--- src/rtl/clb_array_cfg.sv ---
// Serially configured array of LUT-based logic elements, each with a
// registered/combinational output select, INIT value and optional clock enable.
module clb_array_cfg #(
  parameter int LUT_K  = 4,
  parameter int NUM_LE = 2
) (
  input  logic                    K,
  input  logic                    RST,
  input  logic                    CFG_EN,
  input  logic                    CFG_DIN,
  output logic                    CFG_DONE,
  input  logic [NUM_LE*LUT_K-1:0] IN,
  input  logic [NUM_LE-1:0]       CE,
  input  logic [NUM_LE-1:0]       SR,
  output logic [NUM_LE-1:0]       X,
  output logic [NUM_LE-1:0]       Y
);

  localparam int LUT_N   = 2**LUT_K;
  localparam int FRAME_W = LUT_N + 3;
  localparam int CFG_W   = NUM_LE * FRAME_W;
  localparam int CNT_W   = $clog2(CFG_W + 1);
  localparam logic [CNT_W-1:0] CNT_FULL = CNT_W'(CFG_W);

  logic [CFG_W-1:0]  cfg_sr;
  logic [CNT_W-1:0]  bit_cnt;
  logic [CNT_W-1:0]  cnt_nxt;
  logic              cfg_done;
  logic [NUM_LE-1:0] f;
  logic [NUM_LE-1:0] ysel;
  logic [NUM_LE-1:0] init;
  logic [NUM_LE-1:0] ceuse;
  logic [NUM_LE-1:0] init_load;
  logic [NUM_LE-1:0] q;
  logic [NUM_LE-1:0] q_run;

  for (genvar i = 0; i < NUM_LE; i++) begin : g_le
    logic [LUT_N-1:0] lut;

    assign lut      = cfg_sr[i*FRAME_W +: LUT_N];
    assign f[i]     = lut[IN[i*LUT_K +: LUT_K]];
    assign ysel[i]  = cfg_sr[i*FRAME_W + LUT_N];
    assign init[i]  = cfg_sr[i*FRAME_W + LUT_N + 1];
    assign ceuse[i] = cfg_sr[i*FRAME_W + LUT_N + 2];
    // The bit one below INIT is what lands in the INIT slot on this shift.
    assign init_load[i] = cfg_sr[i*FRAME_W + LUT_N];
    assign q_run[i] = SR[i] ? init[i] :
                      (!ceuse[i] || CE[i]) ? f[i] : q[i];
  end

  // A shift while already complete restarts the count at bit 1.
  assign cnt_nxt = (bit_cnt == CNT_FULL) ? CNT_W'(1) : bit_cnt + 1'b1;

  always_ff @(posedge K) begin
    if (RST) begin
      cfg_sr   <= '0;
      bit_cnt  <= '0;
      cfg_done <= 1'b0;
      q        <= '0;
    end else if (CFG_EN) begin
      cfg_sr   <= {cfg_sr[CFG_W-2:0], CFG_DIN};
      bit_cnt  <= cnt_nxt;
      cfg_done <= (cnt_nxt == CNT_FULL);
      if (cnt_nxt == CNT_FULL) begin
        q <= init_load;
      end
    end else if (cfg_done) begin
      q <= q_run;
    end
  end

  assign CFG_DONE = cfg_done;
  assign X        = cfg_done ? f : '0;
  assign Y        = cfg_done ? ((ysel & f) | (~ysel & q)) : '0;

endmodule

--- config.mk ---
export PLATFORM = sky130hd
export DESIGN_NAME = clb_array_cfg
export DESIGN_NICKNAME = d
export VERILOG_FILES = /design/src/rtl/clb_array_cfg.sv
export SDC_FILE = /design/constraint.sdc
export NUM_CORES = 1
export LEC_CHECK = 0
export ABC_CLOCK_PERIOD_IN_PS = 3200
export BUFFER_PORTS_ARGS = -buffer_cell sky130_fd_sc_hd__buf_4
export CELL_PAD_IN_SITES_DETAIL_PLACEMENT = 1
export CELL_PAD_IN_SITES_GLOBAL_PLACEMENT = 1
export CORE_ASPECT_RATIO = 0.7
export CORE_UTILIZATION = 46
export CTS_BUF_LIST = sky130_fd_sc_hd__clkbuf_8
export CTS_CLUSTER_SIZE = 12
export DETAILED_ROUTE_END_ITERATION = 7
export HOLD_SLACK_MARGIN = 0.03
export PLACE_DENSITY_LB_ADDON = 0.1
export RECOVER_POWER = 100
export SLEW_MARGIN = 0
export SYNTH_ARGS = -nofsm -noshare
export SYNTH_HDL_FRONTEND = slang
export SYNTH_SLANG_ARGS = --single-unit
--- constraint.sdc ---
create_clock -name K -period 3.2 [get_ports K]
set_input_delay 0.64 -clock K [delete_from_list [all_inputs] [get_ports K]]
set_output_delay 0.64 -clock K [all_outputs]
set_load 0.01 [all_outputs]
# Yosys cells after proc, flatten, opt, wreduce, memory -nomap -nowiden
# Index checks and enable logic that the tools add are counted.
# totals
regBits	47
out_inout_bits	5
elab_cells	38
# classes
addsub	1
n_lt_le_gt_ge	2
eq_ne	3
mux	14
bitwise	4
n_reduce_logical	9
# op_table
operator	count
$eq 6x6->1 const B	2
$lt 4x5->1 const B	2
$mux 2	5
$bmux 1 s4	2
$add 6x1->6 const B	1
$mux 1	6
$mux 6	1
$reduce_and 3->1	2
$reduce_bool 3->1	2
$and 2x2->2	2
$logic_not 1->1	2
$logic_or 1x1->1	2
$ne 2x1->1 const B	1
$not 2->2	1
$or 2x2->2	1
$reduce_bool 2->1	1

# Logic depth before layout (Yosys ltp)
# depth
ltp_word	6
mapped_depth	7
ltp_nobuf	7

# Worst setup path after synthesis
# No wires, ideal clock.
# synth_timing
path_type	input port to output port
from	in IN[2]
to	out X[0]
arrival_ps	1648
t_required_ps	2560
path_slack_ps	912
cell_stages	4
cell_sequence	mux4_1 > mux2i_1 > mux2i_1 > and2_1
# synth_between
elab_chain_len	3
# synth_lines
element	line	text
from (decl)	12	input logic [NUM_LE*LUT_K-1:0] IN,
$bmux 1 s4	41	assign f[i] = lut[IN[i*LUT_K +: LUT_K]];
$mux 1 (not written as such)	41	
$mux 2	73	assign X = cfg_done ? f : '0;
to (decl)	15	output logic [NUM_LE-1:0] X,
# Every way passes these cells. The select of a mux whose other input is x is not followed.

# Worst setup path in the final report
# Same ends and word-level chain as after synthesis.

==> flow_metrics.env <==
export IMPL_status="finished with violations"
export IMPL_violations="max-capacitance violations, max-slew violations"
export IMPL_dr_total_vias=1635
export IMPL_drc=0
export IMPL_cts_root_buf="clkbuf_8"
export IMPL_cts_buffers=5
export IMPL_slew_viol_final=26
export IMPL_hold_depth=2
export IMPL_final_hold_viol_count=0
export IMPL_reg2regPathDepth=7
export IMPL_critPathCaptureType="primary output"
export IMPL_postSynthCellCount=220
export IMPL_grt_pass1_vias=1690
export IMPL_period_share_pct=87.4
export IMPL_syn_area_sq_um=2270
export IMPL_final_cell_mix="dfxtp_1, nor2_1, mux2i_1"
export IMPL_p_clk_share_pct=34.6
export IMPL_hold_buffers=0
export IMPL_drive_gt1_share_pct=13.1
export IMPL_synth_area_per_cell_sq_um=10.3
export IMPL_setup_viol=0
export IMPL_maxSlewHeadroom_pct=-17.0
export IMPL_antenna_found_initial=0
export IMPL_clkTransAtPathRegs_ps=80
export IMPL_crit_type="input port to primary output"
export IMPL_top_layer="met4"
export IMPL_synth_area_leaders="dfxtp_1, mux2i_1, mux4_1"
export IMPL_die_area_sq_um=5220
export IMPL_gp_congestion=0.848
export IMPL_die_h_um=60.8
export IMPL_p_comb_share_pct=7.7
export IMPL_worstSetupStartpoint="IN[2]"
export IMPL_fmax_mhz=358
export IMPL_hpwl_um=3580
export IMPL_viasPerCell=5.41
export IMPL_grt_pass1_wl_um=8110
export IMPL_fin_util_pct=55.2
export IMPL_r2r_end="q[0]"
export IMPL_r2r_start="bit_cnt[0]"
export IMPL_grt_max_degree=48
export IMPL_cp_slowest_cell="mux4_1"
export IMPL_wl_per_cell_um=16.0
export IMPL_layout_min_cycle_time_ps=2800
export IMPL_ys_warn_count=0
export IMPL_cp_max_fo=4
export IMPL_min_to="cfg_sr[37]"
export IMPL_ff2ff_setup_slack_ps=1410
export IMPL_cap_violations=1
export IMPL_num_fill_cells=505
export IMPL_diodes=0
export IMPL_cts_resized_gates=0
export IMPL_met3_wirelength_um=93
export IMPL_required_ps=2560
export IMPL_synth_top_cell_area_share_pct=41.5
export IMPL_intPower_w=0.000795
export IMPL_drt_total_wl_um=4840
export IMPL_min_path_type="flop to flop"
export IMPL_io_pins=21
export IMPL_core_sq_um=4530
export IMPL_skew_ps=6.03
export IMPL_max_stage_delay_ps=590
export IMPL_path_common_cell="mux2i_1"
export IMPL_p_leak_nw=1.06
export IMPL_post_cts_buffers=0
export IMPL_yosysSeqAreaShare_pct=41.5
export IMPL_drtPass1Iterations=4
export IMPL_cp_start_kind="input port"
export IMPL_powerDensity_nw_per_um2=411
export IMPL_crit_chain="clkbuf_1, mux4_1, mux2i_1, mux2i_1, and2_0, buf_4"
export IMPL_drtIter0Drc=51
export IMPL_ant_nets=0
export IMPL_peakVddDrop_uv=295
export IMPL_insertion_delay_ps=290
export IMPL_worstPathArrival_ps=2160
export IMPL_grtUsageTotal_pct=20.5
export IMPL_start_util_pct=50.1
export IMPL_tightest_slew_ps=1760
export IMPL_clock_sinks=47
export IMPL_yosys_register_bits=47
export IMPL_grt_overflow=0
export IMPL_fin_nets=254
export IMPL_row_count=20
export IMPL_p_sw_w=0.000233
export IMPL_area_growth_pct=10.3
export IMPL_synth_cell_types=36
export IMPL_rsz0062_at_grt="false"
export IMPL_syn_nets=238
export IMPL_cts_htree_levels=2
export IMPL_cts_buffer_depth=2
export IMPL_setup_tns_ps=0
export IMPL_power_frac_seq_pct=57.7
export IMPL_cts_tree="built"
export IMPL_netSwitchingFraction_pct=22.7
export IMPL_wl_met1_um=2400
export IMPL_yosys_area_top_type="dfxtp_1"
export IMPL_min_from="cfg_sr[37]"
export IMPL_met2_length_um=2320
export IMPL_die_w_um=85.9
export IMPL_port_buffers=20
==> power groups by stage <==
stage / logic [W] / registers (W) / clock network, W
finish: 0.0000795 / 0.000593 / 0.000355
global route: 0.0000856 / 0.000594 / 0.000398
CTS: 0.0000814 / 0.000593 / 0.000370
detailed placement: 0.0000810 / 0.000607 / 0
global placement: 0.0000779 / 0.000606 / 0
floorplan: 0.0000534 / 0.000605 / 0
==> cell type report <==
cell class              instances  area, sq um  share of cell area, %
multi-input cells             155         1230                   49.0
clock inverters                 1         5.00                  0.200
well taps                      66         82.6                   3.30
repair buffers                 21          143                   5.70
clock buffers                   6         82.6                   3.30
flip-flops and latches         47          941                   37.6
inverters                       6         22.5                  0.900
==> synth_stat cells <==
| cell | instances |
|---|---|
| dfxtp_1 | 47 |
| nor2_1 | 46 |
| mux2i_1 | 43 |
| nand2_1 | 9 |
| mux4_1 | 8 |
| a21oi_1 | 6 |
| buf_2 | 5 |
| clkbuf_1 | 5 |
| inv_1 | 5 |
| o21ai_1 | 4 |
| nand3_1 | 3 |
| nand3b_1 | 3 |
| nand4_1 | 3 |
| a211oi_2 | 2 |
| a221oi_2 | 2 |
| a22oi_2 | 2 |
| and2_1 | 2 |
| buf_6 | 2 |
| ha_1 | 2 |
| nor3_1 | 2 |
| o211a_1 | 2 |
| o21ai_0 | 2 |
| o31ai_1 | 2 |
| a22o_2 | 1 |
| a22oi_1 | 1 |
| and4bb_1 | 1 |
| inv_2 | 1 |
| nand3_4 | 1 |
| nor2_2 | 1 |
| nor2b_1 | 1 |
| nor4b_1 | 1 |
| nor4bb_1 | 1 |
| o21ba_1 | 1 |
| or2_1 | 1 |
| xnor2_1 | 1 |
| xor2_1 | 1 |
==> logic make-up (layout without fill, tap and decap cells) <==
family | count (synthesis) | after routing | synth area share [%]
compound gates | 25 | 25 | 8.94
xor+xnor | 2 | 2 | 0.772
fa+ha+maj | 2 | 2 | 1.10
buf+inv | 18 | 34 | 3.92
flops | 47 | 47 | 41.5
mux | 51 | 51 | 28.2
simple gates | 75 | 75 | 15.6
==> state kept, by name (all words and copies together) (netlist names) <==
register and cells:
cfg_sr 38, bit_cnt 6, q 2, CFG_DONE 1
==> worst max path at each step <==
stage | endpoint | slack (ps) | depth (start not counted)
after global placement | X[0] | 630 | 6
after floorplan | X[0] | 910 | 4
after detailed placement | X[1] | 520 | 6
after global routing | bit_cnt[3] | 280 | 6
after CTS | X[1] | 520 | 6
final | X[0] | 400 | 6
==> metrics by stage <==
| stage | setup WS, ps | total power [W] | hold slack [ps] | instance area, sq um | cells |
|---|---|---|---|---|---|
| 2_1_floorplan | 912 | 0.000659 | 448 | 2270 | 220 |
| 3_3_place_gp | 625 | 0.000684 | 466 | 2440 | 295 |
| 3_5_place_dp | 519 | 0.000688 | 484 | 2440 | 295 |
| 4_1_cts | 517 | 0.00104 | 497 | 2530 | 302 |
| 5_1_grt | 280 | 0.00108 | 527 | 2500 | 302 |
| 6_report | 404 | 0.00103 | 492 | 2500 | 302 |
==> worst max-delay path: cells and delay by family <==
| family | cells | cell delay (ps) |
|---|---|---|
| buffers and inverters | 2 | 370 |
| and+or+nand+nor | 1 | 170 |
| muxes | 3 | 970 |
==> routing by layer <==
layer  vias to the layer above  track usage [%]
met1                       806             26.7
met2                         7             35.3
met4                         0             5.24
met5                         -                0
met3                         5             4.49
li1                        817                -
No activity file was read; power rests on OpenSTA's default activity.
